===== src/rtl/genius_pkg.sv =====
// Shared definitions for the Genius round sequencer.
//
// Contents:
//   - 3-bit FSM state codes, kept as plain localparams so they stay
//     compatible with existing netlists and debug scripts.
//   - Default parameter values for a 50 MHz board clock.
//   - is_timed(): true for the states in which the phase timer runs.
package genius_pkg;

  // FSM state encoding.
  localparam logic [2:0] IDLE      = 3'd0;
  localparam logic [2:0] LOAD      = 3'd1;
  localparam logic [2:0] SHOW      = 3'd2;
  localparam logic [2:0] GAP       = 3'd3;
  localparam logic [2:0] WAIT_USER = 3'd4;
  localparam logic [2:0] NEXT      = 3'd5;
  localparam logic [2:0] WIN       = 3'd6;
  localparam logic [2:0] LOSE      = 3'd7;

  // Defaults for the 50 MHz board build.
  localparam int DEF_MAX_ROUNDS = 16;
  localparam int DEF_IDXW       = 4;           // clog2(DEF_MAX_ROUNDS)
  localparam int DEF_RW         = 5;           // clog2(DEF_MAX_ROUNDS + 1)
  localparam int DEF_SHOW_TICKS = 50_000_000;  // 1 s element display
  localparam int DEF_GAP_TICKS  = 12_500_000;  // 250 ms blank between elements
  localparam int DEF_USER_TICKS = 250_000_000; // 5 s per user entry
  localparam int DEF_TW         = 28;          // holds DEF_USER_TICKS

  // The phase timer only counts in the three timed phases; everywhere
  // else it sits at zero.
  function automatic logic is_timed(input logic [2:0] s);
    return (s == SHOW) || (s == GAP) || (s == WAIT_USER);
  endfunction

endpackage


===== src/rtl/genius_round_ctrl_if.sv =====
// Control bundle between the round sequencer and the rest of the Genius
// game (switches and datapath).
//
// Signals:
//   start, enter  level switches (rising edge is the event)
//   match         datapath compare result for element seq_idx
//   load_seq      one-cycle pulse: datapath latches a new random sequence
//   seq_idx       element address into the datapath
//   show          datapath displays element seq_idx
//   user_phase    user entry window open
//   round         current round length (0 when idle)
//   win, lose     held game result
//   timeout       lose was caused by an entry timeout
//
// Modports:
//   master  the sequencer (genius_round_ctrl)
//   slave   the switch/datapath side
interface genius_round_ctrl_if #(
  parameter int IDXW = 4,
  parameter int RW   = 5
);

  logic            start;
  logic            enter;
  logic            match;
  logic            load_seq;
  logic [IDXW-1:0] seq_idx;
  logic            show;
  logic            user_phase;
  logic [RW-1:0]   round;
  logic            win;
  logic            lose;
  logic            timeout;

  modport master (
    input  start, enter, match,
    output load_seq, seq_idx, show, user_phase, round, win, lose, timeout
  );

  modport slave (
    output start, enter, match,
    input  load_seq, seq_idx, show, user_phase, round, win, lose, timeout
  );

endinterface


===== src/rtl/rise_det.sv =====
// Single-flop rising-edge detector for a level input.
//
// Ports:
//   clk    clock
//   rst    asynchronous, active-high reset
//   d      level input
//   rise   high for the one cycle in which d is 1 and was 0 last cycle
//
// RST_VAL sets the remembered previous level after reset. Using 1 means a
// switch that is already high when reset releases is not taken as a rise.
module rise_det #(
  parameter logic RST_VAL = 1'b1
) (
  input  logic clk,
  input  logic rst,
  input  logic d,
  output logic rise
);

  logic d_q;

  // NOTE: clocked state uses non-blocking (<=) so every flop samples
  // pre-edge values; blocking here would create order-dependent races.
  always_ff @(posedge clk or posedge rst) begin
    if (rst) begin
      d_q <= RST_VAL;
    end else begin
      d_q <= d;
    end
  end

  assign rise = d & ~d_q;

endmodule


===== src/rtl/genius_round_ctrl.sv =====
// Round sequencer for the Genius game datapath.
//
// A start rise begins a game: the datapath is told to latch a new random
// sequence, then the first `round` elements are played back (SHOW_TICKS on,
// GAP_TICKS off each), then a user window opens in which each enter rise is
// checked against `match`. A full correct round advances to the next one
// (or to WIN after MAX_ROUNDS); a wrong entry or an entry timeout ends the
// game in LOSE.
//
// Ports:
//   CLOCK   system clock
//   reset   asynchronous, active-high reset
//   bus     genius_round_ctrl_if.master (switch inputs, match, all outputs)
//
// All outputs are registered and decoded from the next state, so each one
// is already correct in the first cycle of the state it belongs to.
module genius_round_ctrl
  import genius_pkg::*;
#(
  parameter int MAX_ROUNDS = DEF_MAX_ROUNDS,
  parameter int IDXW       = DEF_IDXW,
  parameter int RW         = DEF_RW,
  parameter int SHOW_TICKS = DEF_SHOW_TICKS,
  parameter int GAP_TICKS  = DEF_GAP_TICKS,
  parameter int USER_TICKS = DEF_USER_TICKS,
  parameter int TW         = DEF_TW
) (
  input  logic                 CLOCK,
  input  logic                 reset,
  genius_round_ctrl_if.master  bus
);

  // Terminal timer values: a phase ends on its last cycle, so it lasts
  // exactly TICKS cycles counting from the cleared value 0.
  localparam logic [TW-1:0] SHOW_LAST = TW'(SHOW_TICKS - 1);
  localparam logic [TW-1:0] GAP_LAST  = TW'(GAP_TICKS - 1);
  localparam logic [TW-1:0] USER_LAST = TW'(USER_TICKS - 1);
  localparam logic [RW-1:0] ROUND_MAX = RW'(MAX_ROUNDS);

  // ---------------------------------------------------------------------
  // Switch edge detection. Rises in states that do not look at them are
  // simply dropped; nothing is queued.
  // ---------------------------------------------------------------------
  logic rise_start;
  logic rise_enter;

  rise_det #(.RST_VAL(1'b1)) u_start_rise (
    .clk  (CLOCK),
    .rst  (reset),
    .d    (bus.start),
    .rise (rise_start)
  );

  rise_det #(.RST_VAL(1'b1)) u_enter_rise (
    .clk  (CLOCK),
    .rst  (reset),
    .d    (bus.enter),
    .rise (rise_enter)
  );

  // ---------------------------------------------------------------------
  // State and counters
  // ---------------------------------------------------------------------
  logic [2:0]      state_q;
  logic [2:0]      state_next;
  logic [TW-1:0]   timer_q;
  logic [RW-1:0]   round_q;
  logic [RW-1:0]   round_next;
  logic [IDXW-1:0] seq_idx_q;
  logic [IDXW-1:0] seq_idx_next;
  logic            timer_clr;
  logic            timeout_hit;

  logic            load_seq_q;
  logic            show_q;
  logic            user_phase_q;
  logic            win_q;
  logic            lose_q;
  logic            timeout_q;

  // The element currently addressed is the last one of this round.
  logic last_elem;
  assign last_elem = (RW'(seq_idx_q) == (round_q - RW'(1)));

  // Next-state and counter-update decode. Counter updates are attached to
  // the transition that causes them, so round/seq_idx are already correct
  // in the first cycle of LOAD, SHOW, WAIT_USER and NEXT.
  always_comb begin
    // NOTE: every signal assigned in this block gets a default first;
    // a path that leaves one unassigned would infer a latch.
    state_next   = state_q;
    round_next   = round_q;
    seq_idx_next = seq_idx_q;
    timer_clr    = 1'b0;
    timeout_hit  = 1'b0;

    case (state_q)
      IDLE, WIN, LOSE: begin
        // WIN/LOSE keep round and seq_idx for display until restarted.
        if (rise_start) begin
          state_next   = LOAD;
          round_next   = RW'(1);
          seq_idx_next = '0;
        end
      end

      LOAD: begin
        state_next = SHOW;
      end

      SHOW: begin
        if (timer_q == SHOW_LAST) begin
          state_next = GAP;
        end
      end

      GAP: begin
        if (timer_q == GAP_LAST) begin
          if (last_elem) begin
            state_next   = WAIT_USER;
            seq_idx_next = '0;
          end else begin
            state_next   = SHOW;
            seq_idx_next = seq_idx_q + IDXW'(1);
          end
        end
      end

      WAIT_USER: begin
        // An entry on the terminal cycle takes priority over the timeout.
        if (rise_enter) begin
          if (!bus.match) begin
            state_next = LOSE;
          end else if (!last_elem) begin
            seq_idx_next = seq_idx_q + IDXW'(1);
            timer_clr    = 1'b1;
          end else if (round_q == ROUND_MAX) begin
            state_next = WIN;
          end else begin
            // Round length grows on the way into NEXT; round never wraps
            // because WIN is taken at ROUND_MAX instead.
            state_next   = NEXT;
            round_next   = round_q + RW'(1);
            seq_idx_next = '0;
          end
        end else if (timer_q == USER_LAST) begin
          state_next  = LOSE;
          timeout_hit = 1'b1;
        end
      end

      NEXT: begin
        state_next = SHOW;
      end

      default: begin
        state_next = IDLE;
      end
    endcase
  end

  always_ff @(posedge CLOCK or posedge reset) begin
    if (reset) begin
      state_q      <= IDLE;
      timer_q      <= '0;
      round_q      <= '0;
      seq_idx_q    <= '0;
      load_seq_q   <= 1'b0;
      show_q       <= 1'b0;
      user_phase_q <= 1'b0;
      win_q        <= 1'b0;
      lose_q       <= 1'b0;
      timeout_q    <= 1'b0;
    end else begin
      state_q   <= state_next;
      round_q   <= round_next;
      seq_idx_q <= seq_idx_next;

      // Timer restarts on every state entry and on each accepted entry,
      // and only advances in the timed phases.
      if ((state_next != state_q) || timer_clr) begin
        timer_q <= '0;
      end else if (is_timed(state_q)) begin
        timer_q <= timer_q + TW'(1);
      end

      load_seq_q   <= (state_next == LOAD);
      show_q       <= (state_next == SHOW);
      user_phase_q <= (state_next == WAIT_USER);
      win_q        <= (state_next == WIN);
      lose_q       <= (state_next == LOSE);

      // timeout is a sticky qualifier of lose, cleared when a new game loads.
      if (state_next == LOAD) begin
        timeout_q <= 1'b0;
      end else if (timeout_hit) begin
        timeout_q <= 1'b1;
      end
    end
  end

  assign bus.load_seq   = load_seq_q;
  assign bus.seq_idx    = seq_idx_q;
  assign bus.show       = show_q;
  assign bus.user_phase = user_phase_q;
  assign bus.round      = round_q;
  assign bus.win        = win_q;
  assign bus.lose       = lose_q;
  assign bus.timeout    = timeout_q;

endmodule


===== src/flat_wrapper.sv =====
// flat-port wrapper written by rule: the top's interface ports become plain ports
module genius_round_ctrl_flat import genius_pkg::*;
#(
  parameter int MAX_ROUNDS = DEF_MAX_ROUNDS,
  parameter int IDXW       = DEF_IDXW,
  parameter int RW         = DEF_RW,
  parameter int SHOW_TICKS = DEF_SHOW_TICKS,
  parameter int GAP_TICKS  = DEF_GAP_TICKS,
  parameter int USER_TICKS = DEF_USER_TICKS,
  parameter int TW         = DEF_TW
)
  (CLOCK, reset, bus_start, bus_enter, bus_match, bus_load_seq, bus_seq_idx, bus_show, bus_user_phase, bus_round, bus_win, bus_lose, bus_timeout);
  genius_round_ctrl_if #(.IDXW(IDXW), .RW(RW)) bus_i ();
  input  logic CLOCK;
  input  logic reset;
  input wire logic [$bits(bus_i.start)-1:0] bus_start;
  input wire logic [$bits(bus_i.enter)-1:0] bus_enter;
  input wire logic [$bits(bus_i.match)-1:0] bus_match;
  output wire logic [$bits(bus_i.load_seq)-1:0] bus_load_seq;
  output wire logic [$bits(bus_i.seq_idx)-1:0] bus_seq_idx;
  output wire logic [$bits(bus_i.show)-1:0] bus_show;
  output wire logic [$bits(bus_i.user_phase)-1:0] bus_user_phase;
  output wire logic [$bits(bus_i.round)-1:0] bus_round;
  output wire logic [$bits(bus_i.win)-1:0] bus_win;
  output wire logic [$bits(bus_i.lose)-1:0] bus_lose;
  output wire logic [$bits(bus_i.timeout)-1:0] bus_timeout;
  assign bus_i.start = bus_start;
  assign bus_i.enter = bus_enter;
  assign bus_i.match = bus_match;
  assign bus_load_seq = bus_i.load_seq;
  assign bus_seq_idx = bus_i.seq_idx;
  assign bus_show = bus_i.show;
  assign bus_user_phase = bus_i.user_phase;
  assign bus_round = bus_i.round;
  assign bus_win = bus_i.win;
  assign bus_lose = bus_i.lose;
  assign bus_timeout = bus_i.timeout;
  genius_round_ctrl #(.MAX_ROUNDS(MAX_ROUNDS), .IDXW(IDXW), .RW(RW), .SHOW_TICKS(SHOW_TICKS), .GAP_TICKS(GAP_TICKS), .USER_TICKS(USER_TICKS), .TW(TW)) u_core (.CLOCK(CLOCK), .reset(reset), .bus(bus_i));
endmodule

===== config.mk =====
export PLATFORM = sky130hd
export DESIGN_NAME = genius_round_ctrl_flat
export DESIGN_NICKNAME = d
export VERILOG_FILES = /design/src/rtl/genius_pkg.sv /design/src/rtl/genius_round_ctrl_if.sv /design/src/rtl/rise_det.sv /design/src/rtl/genius_round_ctrl.sv /design/src/flat_wrapper.sv
export SDC_FILE = /design/constraint.sdc
export NUM_CORES = 1
export LEC_CHECK = 0
export ABC_AREA = 1
export CORE_MARGIN = 2
export CORE_UTILIZATION = 54
export CTS_CLUSTER_SIZE = 10
export DETAILED_ROUTE_END_ITERATION = 12
export GPL_ROUTABILITY_DRIVEN = 0
export PLACE_DENSITY_LB_ADDON = 0.12
export SYNTH_ARGS = -nofsm -noshare
export SYNTH_HDL_FRONTEND = slang
export SYNTH_SLANG_ARGS = --single-unit

===== constraint.sdc =====
create_clock -name CLOCK -period 2.35 [get_ports CLOCK]
set_clock_uncertainty 0.15 [all_clocks]
set_input_delay 0.235 -clock CLOCK [delete_from_list [all_inputs] [get_ports CLOCK]]
set_output_delay 0.235 -clock CLOCK [all_outputs]
set_load 0.01 [all_outputs]

; ---- Word level (Yosys, flattened, before mapping)
; Index checks and enable logic that the tools add are counted.
; Widths: inputs -> output; s select.
[totals]
ff_bits = 48
input_bits = 5
wordCells = 92
[classes]
add_sub_neg = 4
eq_ne = 25
muxes = 35
bitwise_logic = 4
n_reduce_logical = 12
[ops]
columns = cell, count
row1 = $mux 28, 2
row2 = $add 28x1->28 const B, 1
row3 = $eq 28x24->1 const B, 1
row4 = $eq 28x26->1 const B, 1
row5 = $eq 28x28->1 const B, 1
row6 = $mux 4, 7
row7 = $mux 5, 5
row8 = $mux 3, 8
row9 = $eq 3x3->1 const B, 7
row10 = $pmux 3 s5, 1
row11 = $pmux 4 s3, 1
row12 = $reduce_and 6->1, 2
row13 = $pmux 5 s2, 1
row14 = $eq 3x2->1 const B, 3
row15 = $mux 1, 9
row16 = $ne 2x1->1 const B, 4
row17 = $eq 3x1->1 const B, 2
row18 = $reduce_bool 2->1, 3
row19 = $add 5x1->5 const B, 1
row20 = $eq 4x5->1, 1
row21 = $eq 5x5->1 const B, 1
row22 = $sub 5x1->5 const B, 1
row23 = $add 4x1->4 const B, 1
row24 = $ne 2x2->1 const B, 2
row25 = other kinds (10), 14

; ---- Depth between registers and ports, before layout
; Gate-level depths: netlist of run 1.
[logic_depth]
word_depth = 9
ltp_mapped = 18

; ---- By module
; Synthesis of run 1 repeated with hierarchy kept, for this count alone.
[hier_totals]
cells_unflattened = 393
area_unflattened_um2 = 3164.3
[by_module_without_submodules]
columns = mod, n_inst, cells_each, area_per_inst_um2
row1 = genius_round_ctrl, 1, 385, 3084.2
row2 = rise_det, 2, 4, 40.0

; ---- Worst setup path after synthesis of run 1
; Ideal clock, no wire load.
[synth_path]
path_type = register to register
start = reg u_core.round_q[0] (netlist: u_core.bus.round[0])
end = reg u_core.timer_q[13]
t_arrival_ns = 2.159
required_time_ns = 2.072
setup_slack_ns = -0.087
path_stages_with_launch = 18
period_less_slack_ns = 2.437
path_cell_list = dfrtp_1 -> inv_1 -> ha_1 -> nand2_1 -> inv_1 -> nor2_1 -> nand2_1 -> nor2_4 -> nand3_4 -> nand2_1 -> nand2_1 -> nand2_1 -> nand2_1 -> nand2_1 -> nand3_1 -> nand3_4 -> buf_8 -> nor2_4
[synth_via]
elab_chain_len = 9
[synth_lines]
columns = element, line_no
row1 = start: declaration, genius_round_ctrl.sv:67  ; logic [RW-1:0] round_q;
row2 = start signal: assignment, genius_round_ctrl.sv:176  ; round_q <= round_next;
row3 = $sub 5x1->5 / $eq 5x5->1 (equally long branches), "genius_round_ctrl.sv:83, genius_round_ctrl.sv:137"
row4 = $eq 4x5->1 / $mux 2 (equally long branches), "genius_round_ctrl.sv:83, genius_round_ctrl.sv:137"
row5 = $mux 3, genius_round_ctrl.sv:134  ; end else if (!last_elem) begin
row6 = $mux 3, genius_round_ctrl.sv:132  ; if (!bus.match) begin
row7 = $mux 3, genius_round_ctrl.sv:131  ; if (rise_enter) begin
row8 = $pmux 3 s5, genius_round_ctrl.sv:97  ; case (state_q)
row9 = $ne 3x3->1, genius_round_ctrl.sv:181  ; if ((state_next != state_q) || timer_clr) begin
row10 = $logic_or 1x1->1 *, genius_round_ctrl.sv:181
row11 = $mux 28 / $reduce_bool 2->1 (equally long branches), -
row12 = end signal: assignment, genius_round_ctrl.sv:184  ; timer_q <= timer_q + TW'(1);
row13 = end: declaration, genius_round_ctrl.sv:66  ; logic [TW-1:0] timer_q;
; Mark *: on every way between the ends. The rest lies on a longest branch, timed or not.
; A chain may end at the register's enable or synchronous reset.

; ---- Worst setup path in the final report of run 1
[layout_path]
start = reg u_core.round_q[1] (netlist: u_core.bus.round[1])
end = reg u_core.timer_q[23]
; Same word-level chain as after synthesis.

==> impl_metrics.ini, run 1 <==
[global_routing]
grt-ovfl-total = 0
grt_max_degree = 18
grt_antenna_before_repair = 0
track_usage_pct = 22.4
grt_pass1_vias = 2520
grt_pass1_wl_um = 11300

[floorplanning]
core-area_mm2 = 0.00551
io_pins = 20
start_util_pct = 55.9
fp.dieW_um = 79.5
die-area_mm2 = 0.00632
rows = 27
fp.dieH_um = 79.5

[routing]
num_vias = 2554
drtPass1Iterations = 4
first_iter_violations = 128
via_per_inst = 5.09
wl_per_cell_um = 12.9
drt_wl_total_um = 6460
ant_nets = 0
drc = 0

[power_and_ir_drop]
power_mw = 3.36
peakVddDrop_mv = 0.640
p_per_area_mw_per_mm2 = 890
p_leak_nw = 1.64

[clocking]
h-tree-depth = 2
clk_pin_slew_worst_paths_ns = 0.10
cts.path.max_buffers = 2
postCtsHoldBufs = 0
cts_root_buffer = clkbuf_8
cts_tree = yes
clock_latency_ns = 0.30
cts_buffers = 5
cts.sinks = 48

[timing]
finalCriticalPeriod_ns = 2.43
fin_setup_tns_ns = -1.57
fmax_mhz = 412
rsz0062_at_grt = true
timing.hold.ws_ns = 0.0654
slew_violations = 0
setup_ws_ns = -0.0761
worstMarginPinSlew_ns = 0.383
finalHoldViolations = 0
maxSlewHeadroom_pct = 74.5
timing.final.crit_share_pct = 103
setup_violations = 28

[layout]
area_delta_synth_final_pct = 22.9
num-fill-cells = 459
num_antenna_cells = 0
regArea_mm2 = 0.00121
final_cell_mix = nand2_1 (77), nor2_1 (44), dfrtp_1 (42)
fin_nets = 438
mostFrequentLayoutCell = nand2_1
drive_above_1_share_pct = 26.5
multiInputGateArea_mm2 = 0.00174

[hold_path]
min_path_type = input port to asynchronous set/reset pin

[synthesis]
yosysWarnings = 0
synthCells = 387
synth_edf_count = 0
synthArstFlopShare_pct = 100
ys.flop_type = dfrtp_1
syn-num-nets = 396
ys_types = 37
synth_top_area_cell = dfrtp_1
synth_area_per_cell_um2 = 7.95
synth_top_area_share_pct = 37.4
syn_area_mm2 = 0.00308
synthTopCellsByArea = dfrtp_1 (37%), nand2_1 (10%), nor2_4 (8.8%)
ys_seq_elements = 48
seq_area_frac_synth_pct = 39.1

[worst_setup_path]
path_common_cell = nand2_2
worstSetupStartpointType = register
path_class = register to register
crit_start = u_core.bus.round[1]
slowest_stage = dfrtp_2
end_kind = register
cp.arrival_ns = 2.51
cp_max_fo = 5
required_ns = 2.44
r2r-start = u_core.bus.round[1]
cpPeakStageDelay_ns = 0.41
crit_chain = inv_2, ha_4, nand2_2, inv_2, nor2_1, nand2_1, nor2_4, nand3_4, nand2_2, nand3_2, nand2_2, nand2_2, nand2_4, nand2_2, nand2_2, nand3_4, clkbuf_16, nor2_4

[run_status]
violations = setup timing
status = finished with violations

[placed_design]
port-buffer-count = 19
dp_hpwl_um = 4830

[flow_run]
drv_cap = 0
==> cells by family after synthesis <==
group,Yosys count,synth area share [%]
compound gates,24,4.64
fa+ha+maj,4,1.63
xor+xnor,25,7.12
flops,48,39.1
simple gates,228,39.3
buf+inv,58,8.17
==> final cells by class <==
cell class	instances	share of cell area (%)
clock inverter	3	1.22
inverter	53	5.33
timing repair buffer	40	11.2
sequential	48	32.0
multi-input combinational	281	46.1
clock buffer	5	1.82
tap	72	2.38
==> worst paths after layout <==
| kind | to | slack (ns) | depth (start not counted) |
|---|---|---|---|
| max | u_core.timer_q[23] | -0.08 | 18 |
| min | u_core.bus.timeout | 0.07 | 2 |
| max reg2reg | u_core.timer_q[23] | -0.08 | 18 |
| min reg2reg | u_core.bus.timeout | 0.38 | 1 |
| max in group asynchronous | u_core.u_start_rise.d_q | 1.37 | 3 |
| min in group CLOCK | u_core.u_start_rise.d_q | 0.20 | 1 |
==> per-layer routing <==
metal	vias to the layer above	part of all wire [%]	track usage (%)
met3	7	3.0	2.94
met4	0	0.91	5.86
li1	1300	-	-
met1	1206	43	27.9
met5	-	0	0
met2	41	53	40.4
==> worst max-delay path, delay by kind of cell (launching register included) <==
family | cells | cell delay (ns)
fa+ha+maj | 1 | 0.21
buf+inv | 3 | 0.34
flops | 1 | 0.41
simple gates | 14 | 1.24
==> timing repair <==
action	in CTS	in global routing
setup buffers	1	3
gates resized for setup	8	28
setup endpoints to repair	28	37
pin swaps	1	8
cloned	1	1
hold endpoints to repair	0	0
==> flip-flops by register name (all words and copies together), names as in the netlist <==
name                     cells
u_core.bus.lose              1
u_core.bus.timeout           1
u_core.bus.round             5
u_core.bus.show              1
u_core.bus.user_phase        1
u_core.bus.seq_idx           4
u_core.timer_q              28
u_core.state_q               3
u_core.bus.load_seq          1
u_core.bus.win               1
u_core.u_enter_rise.d_q      1
u_core.u_start_rise.d_q      1
==> stage by stage <==
step / instances / cell area, um2 / setup WS [ns] / utilization [%]
after floorplan: 387 / 3090 / 0.00324 / -
after global placement: 488 / 3460 / 0.0608 / 62.8
after detailed placement: 488 / 3460 / -0.0308 / 62.8
after CTS: 498 / 3630 / 0.00198 / 66.0
after global routing: 502 / 3780 / -0.212 / 68.7
final: 502 / 3780 / -0.0761 / 68.7
==> cells in the mapped netlist (2+ instances only) <==
master   count
nand2_1     82
nor2_1      53
dfrtp_1     46
inv_1       43
nand3_1     28
nor2_4      24
xor2_1      22
o21ai_0     11
nand4_1     10
nand2_2      9
inv_2        8
nor3_1       8
nor2_2       6
ha_1         4
a21oi_1      3
nand3_4      3
o22ai_1      3
xnor2_1      3
buf_8        2
dfstp_2      2
==> where the power goes <==
part           internal, mW  leakage [nW]  switching (mW)
clock                 0.321        0.0548           0.291
combinational         0.770         0.948           0.948
sequential            0.924         0.635           0.110
total                  2.02          1.64            1.35
Power figures use the tool's default switching activity.
==> run 2, diff against run 1 <==
--- a/config.mk
+++ b/config.mk
@@ -11,7 +11,9 @@
 export CTS_CLUSTER_SIZE = 10
 export DETAILED_ROUTE_END_ITERATION = 12
 export GPL_ROUTABILITY_DRIVEN = 0
-export PLACE_DENSITY_LB_ADDON = 0.12
+export GPL_TIMING_DRIVEN = 0
+export PLACE_DENSITY = 0.78
+export REMOVE_ABC_BUFFERS = 1
 export SYNTH_ARGS = -nofsm -noshare
 export SYNTH_HDL_FRONTEND = slang
 export SYNTH_SLANG_ARGS = --single-unit
==> impl_metrics.ini, run 2 (synthesis results as in run 1) <==
[run_status]
status = finished with violations
violations = setup timing

[power_and_ir_drop]
switching_power_mw = 1.42
seq_power_share_pct = 30.9
p_per_area_mw_per_mm2 = 877
share_comb_of_total_power_pct = 53.6
peakVddDrop_mv = 0.433
power_frac_clock_pct = 15.5
power_mw = 3.36
p_leak_nw = 1.68
power.internal_mw = 1.94
swShare_pct = 42.3

[routing]
drc = 0
num_vias = 2721
first_iter_violations = 149
drtPass1Iterations = 5
wl_per_cell_um = 14.2
drt_wl_total_um = 7120
via_per_inst = 5.43
ant_nets = 0

[global_routing]
grt_pass1_vias = 2602
grt_antenna_before_repair = 0
grt_pass1_wl_um = 11400
grt_max_degree = 45
track_usage_pct = 22.9
grt-ovfl-total = 0

[timing]
slew_violations = 0
worstMarginPinSlew_ns = 0.378
finalHoldViolations = 0
setup_ws_ns = -0.114
setup_violations = 36
fin_setup_tns_ns = -2.57
fmax_mhz = 406
timing.final.crit_share_pct = 105
rsz0062_at_grt = true
finalCriticalPeriod_ns = 2.46
timing.hold.ws_ns = 0.200
maxSlewHeadroom_pct = 74.8

[worst_setup_path]
cp_max_fo = 7
reg2reg_depth = 18
path_class = register to register
rrSetupSlack_ns = -0.11
r2r-start = u_core.bus.round[0]
r2r_end = u_core.timer_q[6]
worstSetupStartpointType = register
path_buf_inv = 3
path_common_cell = nand2_2
crit_start = u_core.bus.round[0]
slowest_stage = dfrtp_2
cp.arrival_ns = 2.55
end_kind = register
critical-path-top-delay-family = simple AND/OR/NAND/NOR gates
cpPeakStageDelay_ns = 0.42
crit_chain = inv_2, ha_4, nand2_2, inv_2, nor2_2, nand2_2, nor2_4, nand3_4, nand2_2, nand3_2, nand2_2, nand2_2, nand2_4, nand2_4, nand2_4, nand3_4, clkbuf_16, nor2_4
required_ns = 2.44

[clocking]
clk_pin_slew_worst_paths_ns = 0.09
clock_latency_ns = 0.31
cts_root_buffer = clkbuf_8
cts_buffers = 5
cts.sinks = 48
cts.path.max_buffers = 2
h-tree-depth = 2
cts_tree = yes

[hold_path]
min_path_type = input port to register
hold_end = u_core.u_start_rise.d_q
hold_start = bus_start
min_path_cells = 1

[flow_run]
drv_cap = 0

[floorplanning]
io_pins = 20
fp.dieH_um = 79.5
core-area_mm2 = 0.00551
fp.dieW_um = 79.5
die-area_mm2 = 0.00632
rows = 27
start_util_pct = 55.9

[layout]
largest_reg_flops = 28
final_cells = 501
drive_above_1_share_pct = 28.2
mostFrequentLayoutCell = nand2_1
top_register = u_core.timer_q
fin_nets = 437
num_antenna_cells = 0
final_cell_mix = nand2_1 (72), dfrtp_1 (44), nor2_1 (43)
area_delta_synth_final_pct = 24.6

[placed_design]
dp_hpwl_um = 4240
post-place-ws_ns = -0.721
dp.cells = 474
port-buffer-count = 19
## run 2: layout make-up
class	instances	area, um2
fill	418	1670
sequential	48	1210
timing repair buffer	38	403
clock buffer	7	86.3
clock inverter	1	7.51
tap	72	90.1
multi-input combinational	282	1840
inverter	53	201
## run 2: metal layers
| metal | part of all wire [%] | up-vias | track usage, % | routed length [um] |
|---|---|---|---|---|
| met5 | 0 | - | 0 | 0 |
| met4 | 1.8 | 0 | 8.62 | 127 |
| met3 | 4.2 | 15 | 3.73 | 301 |
| met2 | 53 | 89 | 40.7 | 3760 |
| met1 | 41 | 1320 | 27.6 | 2930 |
| li1 | - | 1297 | - | - |
## run 2: worst reg2reg max path, cell delays in order (launching register included)
cell and delay [ns]:
dfrtp_2 0.42, inv_2 0.09, ha_4 0.21, nand2_2 0.06
inv_2 0.03, nor2_2 0.11, nand2_2 0.08, nor2_4 0.15
nand3_4 0.13, nand2_2 0.09, nand3_2 0.08, nand2_2 0.09
nand2_2 0.08, nand2_4 0.09, nand2_4 0.06, nand2_4 0.09
nand3_4 0.10, clkbuf_16 0.20, nor2_4 0.08
## run 2: repair_timing
action | CTS | global route
hold buffers | 1 | 0
resized for setup | 11 | 44
setup endpoints to repair | 39 | 39
hold endpoints to repair | 3 | 0
pin swaps | 4 | 12
cloned | 1 | 1
buffers inserted | 10 | 6
## run 2: power by group through the flow
stage	clock network, mW	registers (mW)	logic, mW
finish	0.522	1.04	1.80
floorplan	0	1.06	0.814
global route	0.558	1.05	1.94
CTS	0.537	1.03	1.46
global placement	0	1.05	1.08
detailed placement	0	1.06	1.11
## run 2: worst max-delay path by stage
stage          depth (start not counted)                   to  slack (ns)
3_5_place_dp                          17    u_core.timer_q[1]       -0.72
6_report                              18    u_core.timer_q[6]       -0.11
4_1_cts                               18    u_core.timer_q[1]       0.003
3_3_place_gp                          17    u_core.timer_q[2]       -0.66
2_1_floorplan                         17    u_core.timer_q[0]       -0.38
5_1_grt                               18  u_core.bus.round[0]       -0.23
## run 2: per-stage QoR
| stage | area, um2 | util [%] |
|---|---|---|
| final | 3830 | 69.6 |
| after global routing | 3830 | 69.6 |
| after CTS | 3600 | 65.3 |
| after detailed placement | 3330 | 60.4 |
| after global placement | 3310 | 60.1 |
| after floorplan | 3030 | - |
==> run 3, diff against run 2 <==
--- a/config.mk
+++ b/config.mk
@@ -11,7 +11,6 @@
 export CTS_CLUSTER_SIZE = 10
 export DETAILED_ROUTE_END_ITERATION = 12
 export GPL_ROUTABILITY_DRIVEN = 0
-export GPL_TIMING_DRIVEN = 0
 export PLACE_DENSITY = 0.78
 export REMOVE_ABC_BUFFERS = 1
 export SYNTH_ARGS = -nofsm -noshare
==> impl_metrics.ini, run 3 (synthesis results as in run 1) <==
[run_status]
status = finished with violations
violations = setup timing

[floorplanning]
core-area_mm2 = 0.00551
rows = 27
io_pins = 20
fp.dieH_um = 79.5
die-area_mm2 = 0.00632
start_util_pct = 55.9
fp.dieW_um = 79.5

[layout]
area_delta_synth_final_pct = 25.9
fin_nets = 448
final_cell_mix = nand2_1 (74), nor2_1 (44), dfrtp_1 (44)
mostFrequentLayoutCell = nand2_1
largest_reg_flops = 28
num_antenna_cells = 0
top_register = u_core.timer_q
drive_above_1_share_pct = 28.6
final_cells = 512

[timing]
setup_violations = 25
finalHoldViolations = 0
fmax_mhz = 414
timing.final.crit_share_pct = 103
slew_violations = 0
maxSlewHeadroom_pct = 64.9
finalCriticalPeriod_ns = 2.42
worstMarginPinSlew_ns = 0.526
fin_setup_tns_ns = -0.604
rsz0062_at_grt = true
setup_ws_ns = -0.0662

[clocking]
h-tree-depth = 2
clock_latency_ns = 0.31
cts_buffers = 5
cts_tree = yes
cts.sinks = 48
clk_pin_slew_worst_paths_ns = 0.09
postCtsHoldBufs = 0
cts.path.max_buffers = 2
cts_root_buffer = clkbuf_8

[power_and_ir_drop]
power.internal_mw = 2.16
p_per_area_mw_per_mm2 = 912
share_comb_of_total_power_pct = 53.9
p_leak_nw = 1.70
peakVddDrop_mv = 0.559
swShare_pct = 39.0
switching_power_mw = 1.38
seq_power_share_pct = 28.9
power_frac_clock_pct = 17.2
power_mw = 3.53

[global_routing]
grt.busiest_layer = met2
grt.met1_usage_pct = 26.5
grt_use_met2_pct = 38.7
grt_pass1_wl_um = 10800
track_usage_pct = 21.5
grt_max_degree = 26
grt_pass1_vias = 2493
grt_antenna_before_repair = 0
grt-ovfl-total = 0
grt.met3_usage_pct = 3.85

[routing]
drt_wl_total_um = 6590
num_vias = 2657
drc = 0
first_iter_violations = 93
drtPass1Iterations = 4
via_per_inst = 5.19
ant_nets = 0
wl_per_cell_um = 12.9

[worst_setup_path]
cp.arrival_ns = 2.50
reg2reg_depth = 19
worstSetupStartpointType = register
path_class = register to register
rrSetupSlack_ns = -0.07
end_kind = register
cp_max_fo = 8
r2r_end = u_core.timer_q[11]
required_ns = 2.44
r2r-start = u_core.bus.round[1]

[placed_design]
port-buffer-count = 19
dp_hpwl_um = 4690
dp.cells = 489

[hold_path]
min_path_type = input port to asynchronous set/reset pin

[flow_run]
drv_cap = 0
[run 3: cell types whose count changed in the layout (fill, tap and decap cells not counted), sizes merged]
cell / before / now
buf: 17 / 31
clkbuf: 8 / 5
bufinv: 0 / 1
dlygate4sd3: 1 / 0
inv: 52 / 53
nand3: 32 / 31
[run 3: critical path: stages (launching register included)]
cell     delay (ns)
dfrtp_1        0.40
inv_2          0.08
ha_4           0.21
nand2_2        0.06
inv_2          0.03
nor2_2         0.11
nand2_2        0.08
nor2_4         0.13
nand3_4        0.11
nand2_1        0.07
nand2_1        0.06
nand2_1        0.08
nand2_2        0.06
nand3_1        0.08
nand2_1        0.06
inv_1          0.09
nand3_4        0.09
buf_12         0.15
buf_12         0.15
nor2_4         0.10
[run 3: per-layer routing]
metal,wire length (um),up-vias
li1,-,1319
met1,2750,1244
met2,3390,84
met3,342,10
met4,107,0
met5,0,-
[run 3: repair_timing]
item	in CTS	in global routing
setup buffers	8	6
setup endpoints to repair	27	36
gates resized for setup	6	35
cloned	2	0
pin swaps	2	18
[run 3: power by group through the flow]
stage / logic (mW) / registers (mW) / clock network (mW)
after floorplan: 0.814 / 1.06 / 0
after global placement: 1.38 / 1.03 / 0
after detailed placement: 1.41 / 1.04 / 0
after CTS: 1.79 / 1.02 / 0.625
after global routing: 2.05 / 1.03 / 0.654
final: 1.90 / 1.02 / 0.609
[run 3: worst max path at each step]
| stage | endpoint | start | cells after the start | slack, ns |
|---|---|---|---|---|
| 2_1_floorplan | u_core.timer_q[0] | u_core.bus.round[0] | 17 | -0.38 |
| 3_3_place_gp | u_core.timer_q[1] | bus_enter | 14 | 0.04 |
| 3_5_place_dp | u_core.timer_q[25] | u_core.bus.round[0] | 18 | -0.06 |
| 4_1_cts | u_core.timer_q[11] | u_core.timer_q[1] | 15 | 0.01 |
| 5_1_grt | u_core.timer_q[11] | u_core.bus.round[1] | 19 | -0.21 |
| 6_report | u_core.timer_q[11] | u_core.bus.round[1] | 19 | -0.07 |
[run 3: metrics by stage]
| step | cell area (um2) | worst slack [ns] | hold WS [ns] | util (%) |
|---|---|---|---|---|
| global route | 3870 | -0.211 | 0.185 | 70.4 |
| detailed placement | 3480 | -0.0609 | 0.350 | 63.1 |
| CTS | 3740 | 0.0103 | 0.148 | 68.0 |
| global placement | 3480 | 0.0351 | 0.341 | 63.1 |
| floorplan | 3030 | -0.383 | 0.0895 | - |
| finish | 3870 | -0.0662 | 0.135 | 70.4 |
[run 3: final cells by class]
cell class              count  area, um2
clock buffers               5       68.8
clock inverters             3       46.3
flip-flops and latches     48       1210
fillers                   403       1630
inverters                  53        201
multi-input cells         281       1740
well taps                  72       90.1
repair buffers             50        520
